--- src/rtl/kmp_stream_matcher.sv ---
// Streaming Knuth-Morris-Pratt matcher: loads a pattern, builds its failure table in
// hardware, then scans a valid/ready text stream and reports every (overlapping) match.
module kmp_stream_matcher #(
  parameter int CHAR_W  = 8,
  parameter int PAT_MAX = 8,
  parameter int CNT_W   = 8,
  parameter int POS_W   = 16
) (
  input  logic              clk,
  input  logic              rst,
  input  logic              start,
  input  logic              pat_valid,
  input  logic [CHAR_W-1:0] pat_char,
  input  logic              pat_last,
  output logic              pat_ready,
  input  logic              text_valid,
  input  logic [CHAR_W-1:0] text_char,
  input  logic              text_last,
  output logic              text_ready,
  output logic              match_valid,
  output logic [POS_W-1:0]  match_pos,
  output logic [CNT_W-1:0]  match_count,
  output logic              pat_ovf,
  output logic              done
);
  localparam int LW = $clog2(PAT_MAX + 1);
  localparam int IW = $clog2(PAT_MAX);
  localparam logic [LW-1:0] ONE     = LW'(1);
  localparam logic [LW-1:0] LEN_MAX = LW'(PAT_MAX);

  typedef enum logic [2:0] {
    S_IDLE  = 3'd0,
    S_LOAD  = 3'd1,
    S_BUILD = 3'd2,
    S_MATCH = 3'd3,
    S_DONE  = 3'd4
  } state_t;

  state_t              state_q, state_d;
  logic [LW-1:0]       len_q, len_d, i_q, i_d, k_q, k_d, j_q, j_d;
  logic [POS_W-1:0]    tidx_q, tidx_d, mpos_q, mpos_d;
  logic [CNT_W-1:0]    cnt_q, cnt_d;
  logic                ovf_q, ovf_d, held_q, held_d, hlast_q, hlast_d, mv_q, mv_d;
  logic [CHAR_W-1:0]   hchar_q, hchar_d;
  logic [CHAR_W-1:0]   pat_q  [PAT_MAX];
  logic [LW-1:0]       fail_q [PAT_MAX];

  logic                pat_we_s, fail_we_s, consume_s;
  logic [IW-1:0]       fail_wa_s;
  logic [LW-1:0]       fail_wd_s, nlen_s;
  logic [IW-1:0]       pi_s, pk_s, pkm1_s, pj_s, pjm1_s, plm1_s;

  // Array indices narrowed to the table address width; only used while in range.
  assign pi_s   = IW'(i_q);
  assign pk_s   = IW'(k_q);
  assign pkm1_s = IW'(k_q - ONE);
  assign pj_s   = IW'(j_q);
  assign pjm1_s = IW'(j_q - ONE);
  assign plm1_s = IW'(len_q - ONE);

  assign pat_ready   = (state_q == S_LOAD);
  assign text_ready  = (state_q == S_MATCH) && !held_q;
  assign match_valid = mv_q;
  assign match_pos   = mpos_q;
  assign match_count = cnt_q;
  assign pat_ovf     = ovf_q;
  assign done        = (state_q == S_DONE);

  // Next-state logic for the control FSM, pointers and table write enables.
  always_comb begin
    state_d = state_q;  len_d = len_q;   i_d = i_q;       k_d = k_q;     j_d = j_q;
    tidx_d  = tidx_q;   cnt_d = cnt_q;   ovf_d = ovf_q;   held_d = held_q;
    hchar_d = hchar_q;  hlast_d = hlast_q; mv_d = 1'b0;   mpos_d = mpos_q;
    pat_we_s = 1'b0;    fail_we_s = 1'b0; fail_wa_s = '0; fail_wd_s = '0;
    nlen_s = len_q;     consume_s = 1'b0;
    if (start) begin
      state_d = S_LOAD; len_d = '0; i_d = '0; k_d = '0; j_d = '0;
      tidx_d = '0; cnt_d = '0; ovf_d = 1'b0; held_d = 1'b0; hlast_d = 1'b0;
    end else begin
      case (state_q)
        S_IDLE: state_d = S_IDLE;
        S_LOAD: begin
          if (pat_valid) begin
            if (len_q < LEN_MAX) begin
              pat_we_s = 1'b1;
              nlen_s   = len_q + ONE;
            end else begin
              ovf_d = 1'b1;
            end
            len_d = nlen_s;
            if (pat_last) begin
              fail_we_s = 1'b1;
              i_d = ONE; k_d = '0; j_d = '0;
              state_d = (nlen_s == ONE) ? S_MATCH : S_BUILD;
            end else begin
              state_d = S_LOAD;
            end
          end else begin
            state_d = S_LOAD;
          end
        end
        S_BUILD: begin
          if (pat_q[pi_s] == pat_q[pk_s]) begin
            fail_we_s = 1'b1; fail_wa_s = pi_s; fail_wd_s = k_q + ONE;
            k_d = k_q + ONE;  i_d = i_q + ONE;
          end else if (k_q != '0) begin
            k_d = fail_q[pkm1_s];
          end else begin
            fail_we_s = 1'b1; fail_wa_s = pi_s; fail_wd_s = '0;
            i_d = i_q + ONE;
          end
          if (i_d == len_q) begin
            state_d = S_MATCH;
            j_d = '0;
          end else begin
            state_d = S_BUILD;
          end
        end
        S_MATCH: begin
          if (held_q) begin
            if (pat_q[pj_s] == hchar_q) begin
              consume_s = 1'b1;
              if (j_q == len_q - ONE) begin
                j_d = fail_q[plm1_s]; mv_d = 1'b1; mpos_d = tidx_q;
                cnt_d = (cnt_q == {CNT_W{1'b1}}) ? cnt_q : cnt_q + CNT_W'(1);
              end else begin
                j_d = j_q + ONE;
              end
            end else if (j_q != '0) begin
              j_d = fail_q[pjm1_s];
            end else begin
              consume_s = 1'b1;
            end
          end else if (text_valid) begin
            held_d = 1'b1; hchar_d = text_char; hlast_d = text_last;
          end else begin
            held_d = 1'b0;
          end
          if (consume_s) begin
            held_d  = 1'b0;
            tidx_d  = tidx_q + POS_W'(1);
            state_d = hlast_q ? S_DONE : S_MATCH;
          end else begin
            state_d = S_MATCH;
          end
        end
        S_DONE:  state_d = S_DONE;
        default: state_d = S_IDLE;
      endcase
    end
  end

  // State, pointer and table registers with synchronous reset.
  always_ff @(posedge clk) begin
    if (rst) begin
      state_q <= S_IDLE; len_q <= '0; i_q <= '0; k_q <= '0; j_q <= '0;
      tidx_q <= '0; mpos_q <= '0; cnt_q <= '0; ovf_q <= 1'b0; held_q <= 1'b0;
      hlast_q <= 1'b0; mv_q <= 1'b0; hchar_q <= '0;
      for (int n = 0; n < PAT_MAX; n++) begin
        pat_q[n]  <= '0;
        fail_q[n] <= '0;
      end
    end else begin
      state_q <= state_d; len_q <= len_d; i_q <= i_d; k_q <= k_d; j_q <= j_d;
      tidx_q <= tidx_d; mpos_q <= mpos_d; cnt_q <= cnt_d; ovf_q <= ovf_d; held_q <= held_d;
      hlast_q <= hlast_d; mv_q <= mv_d; hchar_q <= hchar_d;
      if (pat_we_s) pat_q[IW'(len_q)] <= pat_char;
      if (fail_we_s) fail_q[fail_wa_s] <= fail_wd_s;
    end
  end
endmodule
--- config.mk ---
export PLATFORM = sky130hd
export DESIGN_NAME = kmp_stream_matcher
export DESIGN_NICKNAME = d
export VERILOG_FILES = /design/src/rtl/kmp_stream_matcher.sv
export SDC_FILE = /design/constraint.sdc
export NUM_CORES = 1
export LEC_CHECK = 0
export CAP_MARGIN = 20
export CORE_UTILIZATION = 40
export CTS_BUF_LIST = sky130_fd_sc_hd__clkbuf_8
export CTS_CLUSTER_DIAMETER = 100
export DETAILED_ROUTE_END_ITERATION = 8
export PLACE_DENSITY = 0.63
export SYNTH_ARGS = -nofsm -noshare
export SYNTH_HDL_FRONTEND = slang
export SYNTH_SLANG_ARGS = --single-unit
--- constraint.sdc ---
create_clock -name clk -period 5.6 [get_ports clk]
set_input_delay 0.56 -clock clk [delete_from_list [all_inputs] [get_ports clk]]
set_output_delay 0.56 -clock clk [all_outputs]
set_load 0.02 [all_outputs]
[After elaboration in Yosys (flattened, before gate mapping)]
Memories as Yosys holds them, arrays and structs flattened. A register that Yosys moved wholly into a read port is not among the register bits.
Cells that the tools add are included.
Cells by class
  $add $sub $neg: 9
  magnitude comparators: 1
  equal/unequal tests: 16
  multiplexer cells: 76
  bitwise gates (word level): 6
  reductions and logical operators: 20
Operators by type and width (number)
  $mux 4: 23
  $mux 3: 15
  $mux 1: 31
  $add 16x1->16 const B: 1
  $add 4x1->4 const B: 4
  $eq 8x8->1: 2
  $pmux 4 s2: 2
  $pmux 3 s4: 1
  $pmux 4 s3: 1
  $reduce_and 5->1: 2
  $reduce_and 3->1: 3
  $add 8x1->8 const B: 1
  $eq 4x4->1: 2
  $eq 8x8->1 const B: 1
  $mux 8: 1
  $ne 2x2->1 const B: 4
  $reduce_and 4->1: 2
  $reduce_bool 4->1: 2
  $reduce_or 8->1: 1
  $eq 3x2->1 const B: 2
  $not 1->1: 6
  $reduce_and 6->1: 1
  $sub 3x1->3 const B: 2
  $reduce_or 5->1: 1
  other kinds (16): 17
Storage, ports and cells
  register bits after elaboration: 71
  RAM bits: 96
  word-level logic and storage cells: 144
  memories kept: 2
Memory list
  pat_q: words 8, bits a word 8, rd ports 3, clocked after memory_dff 3, write ports 8, line 45  | logic [CHAR_W-1:0] pat_q [PAT_MAX];
  fail_q: words 8, bits a word 4, rd ports 3, clocked after memory_dff 0, write ports 8, line 46  | logic [LW-1:0] fail_q [PAT_MAX];

[Logic depth before layout (Yosys ltp)]
  depth after elaboration: 11
  depth in mapped cells: 13

[Worst setup path before layout]
Ideal clock, no wire load.
  path kind: reg2reg
  start: register len_q[0]
  end: register cnt_q[3], in the netlist match_count[3]
  library setup time: 71 ps
  data arrival time: 3793 ps
  slack: 1737 ps
  stages on the path, launching flop included: 12
  clock period less this slack: 3863 ps
  path through: dfxtp_1 -> clkbuf_1 -> buf_1 -> inv_1 -> ha_1 -> xor2_1 -> xor2_1 -> nor4_1 -> nor2b_1 -> o2111ai_1 -> or3_1 -> a21oi_1
On the way
  cells in the longest elaborated chain, start to end: 3
RTL lines
  start, declared: line 40  | logic [LW-1:0] len_q, len_d, i_q, i_d, k_q, k_d, j_q, j_d;
  start signal, assigned: line 164  | state_q <= state_d; len_q <= len_d; i_q <= i_d; k_q <= k_d; j_q <= j_d;
  $sub 4x1->4: line 123  | if (j_q == len_q - ONE) begin
  $eq 4x4->1: line 123
  $reduce_and 5->1 (no source line)
  end signal, assigned: line 165  | tidx_q <= tidx_d; mpos_q <= mpos_d; cnt_q <= cnt_d; ovf_q <= ovf_d; held_q <= held_d;
  end, declared: line 42  | logic [CNT_W-1:0] cnt_q, cnt_d;
No other way between the ends.
A chain may end at the register's enable or synchronous reset.

==> results.sh <==
export IMPL_tightestPinTransition_ns=0.992
export IMPL_path_clk_slew_ns=0.11
export IMPL_grt_met1_usage_pct=27.8
export IMPL_grt_max_degree=47
export IMPL_status="finished clean"
export IMPL_crit_fanout=13
export IMPL_cts_max_level=4
export IMPL_min_from="tidx_q[7]$_SDFFE_PP0P_"
export IMPL_diodes=0
export IMPL_arrival_ns=4.42
export IMPL_postCtsSetupRepairBufs=0
export IMPL_period_minus_slack_ns=4.26
export IMPL_leakage_nw=3.71
export IMPL_hold_path_class="flip-flop to flip-flop"
export IMPL_synth_net_count=872
export IMPL_netlist_instances=839
export IMPL_cts_resized_gates=0
export IMPL_syn_area_per_cell_um2=11.6
export IMPL_clk_path_buf_depth=2
export IMPL_power_total_mw=2.45
export IMPL_antenna_found_initial=1
export IMPL_place_area_mm2=0.0106
export IMPL_via_per_inst=5.70
export IMPL_slew_violations=0
export IMPL_cp_required_ns=5.76
export IMPL_cts_sinks=176
export IMPL_gp_congestion=0.865
export IMPL_endpoint_kind="flip-flop"
export IMPL_final_cells=1211
export IMPL_cts_buffers=17
export IMPL_synth_area_mm2=0.00974
export IMPL_synth_seq_cells=176
export IMPL_gr_usage_met2_pct=31.2
export IMPL_top_usage_layer="met2"
export IMPL_synth_edf_count=96
export IMPL_clk_latency_ns=0.48
export IMPL_fin_tns_setup_ns=0
export IMPL_fin_skew_ns=0.0232
export IMPL_num_fill_cells=2174
export IMPL_grt_overflow_total=0
export IMPL_seqCellArea_mm2=0.00448
export IMPL_yosysSeqAreaShare_pct=46.1
export IMPL_hold_viol=0
export IMPL_fp_dieW_um=158
export IMPL_place_hpwl_um=17000
export IMPL_grt_pass1_wl_um=37300
export IMPL_grt_util_met3_pct=3.56
export IMPL_layout_common_cells="nor2_1, edfxtp_1, dfxtp_1"
export IMPL_cp_start_kind="flip-flop"
export IMPL_ioPinCount=52
export IMPL_port_buffers=51
export IMPL_crit_type="flip-flop to flip-flop"
export IMPL_multi_input_area_mm2=0.00497
export IMPL_cap_violations=0
export IMPL_vias=6903
export IMPL_drtIter0Drc=613
export IMPL_drive_gt1_share_pct=16.1
export IMPL_rows=56
export IMPL_drt_wl_total_um=23700
export IMPL_synth_distinct_cells=56
export IMPL_hold_buffers=0
export IMPL_rsz0062_at_grt="false"
export IMPL_drtAntennaViolNets=0
export IMPL_fin_area_mm2=0.0110
export IMPL_yosysWarnings=0
export IMPL_dieArea_mm2=0.0250
export IMPL_cts_tree="built"
export IMPL_fmax_mhz=235
export IMPL_root_buffer="clkbuf_8"
export IMPL_setup_violations=0
export IMPL_ys_flop_type="edfxtp_1"
export IMPL_drc=0
export IMPL_area_growth_pct=12.7
export IMPL_grt_pass1_vias=6641
export IMPL_grt_total_usage_pct=20.0
export IMPL_fp_dieH_um=158
export IMPL_routedWlPerCell_um=19.6
export IMPL_start_util_pct=41.1
export IMPL_ir_drop_uv=135
export IMPL_nets=912
export IMPL_final_period_utilization_pct=76.0
export IMPL_max_slew_margin_pct=33.8
export IMPL_ys_async_sr_fraction_pct=0
export IMPL_final_common_cell="nor2_1"
export IMPL_core_area_mm2=0.0237
export IMPL_p_per_area_mw_per_mm2=224
export IMPL_placed_cells=1179
export IMPL_drtPass1Iterations=5
logic make-up (layout without fill, tap and decap cells):
kind of cell             after synthesis  in the layout  synth area share [%]
AO/OA/AOI/OAI                         85             85                  5.85
XOR/XNOR                              42             42                  3.78
adder cells (fa/ha/maj)               10             10                  1.29
buffers and inverters                 66            119                  2.84
flip-flops                           176            176                  46.1
multiplexers                         135            135                  23.2
AND/OR/NAND/NOR                      325            325                  17.0
sequential cells by signal, indices dropped and copies added, names as in the netlist, named ones only:
signal / count
match_valid: 1
fail_q: 32
held_q: 1
hlast_q: 1
len_q: 4
pat_ovf: 1
i_q: 4
j_q: 4
tidx_q: 16
match_pos: 16
pat_q: 64
k_q: 4
state_q: 3
hchar_q: 8
match_count: 8
through the flow:
step                worst slack [ns]  util, %  hold WS, ns
floorplan                       1.74        -        0.435
global placement                1.36     44.6        0.444
detailed placement              1.33     44.6        0.457
CTS                             1.28     46.3        0.472
global route                   0.877     46.3        0.491
finish                          1.34     46.3        0.469
synth_stat cells (all sizes together) (11+ instances only):
cell type	n	share of area [%]
mux4	72	17
nor2	106	4.1
xor2	17	1.5
o21ai	16	0.82
nand3	17	0.87
or4	16	1.2
xnor2	25	2.2
dfxtp	80	16
a21oi	23	1.2
edfxtp	96	30
buf	20	1.1
mux2i	58	6.0
clkbuf	27	1.0
nor3	23	1.2
inv	19	0.73
nand2b	11	0.71
nand2	46	1.8
and2	66	4.2
power by group:
part           switching [mW]  leakage [nW]  total [mW]  internal (mW)
clock network           0.517         0.199       0.890          0.373
registers              0.0262          1.64        1.41           1.38
logic                  0.0828          1.87       0.154         0.0711
total                   0.626          3.71        2.45           1.83
area by class of cell:
type	count	area share, %
sequential	176	40.9
clock buffer	17	2.13
tap	319	3.64
clock inverter	15	1.52
inverter	19	0.650
timing repair buffer	68	5.82
multi-input combinational	597	45.4
worst max-delay path, cell delays in order, from the launching register on:
cell,delay [ns]
dfxtp_1,0.78
buf_4,0.30
mux4_2,0.50
mux2i_1,0.18
xor2_1,0.10
nor4_1,0.64
nand2_1,0.43
a21oi_1,0.47
o2111ai_1,0.26
nand2b_1,0.28
worst paths after layout:
path | slack (ns) | cells after the start | endpoint
worst min register to register | 0.47 | 2 | tidx_q[7]$_SDFFE_PP0P_
worst max register to register | 1.34 | 9 | fail_q[4][0]$_SDFFCE_PN0P_
worst min-delay path | 0.47 | 2 | tidx_q[7]$_SDFFE_PP0P_
worst max-delay path | 1.34 | 9 | fail_q[4][0]$_SDFFCE_PN0P_
metal layers:
| metal | part of all wire (%) | wire length [um] | vias up |
|---|---|---|---|
| met5 | 0 | 0 | - |
| met4 | 2.5 | 585 | 0 |
| met3 | 6.6 | 1570 | 50 |
| met2 | 46 | 10800 | 273 |
| met1 | 45 | 10700 | 3368 |
| li1 | - | - | 3212 |
(Power assumes the default switching activity.)
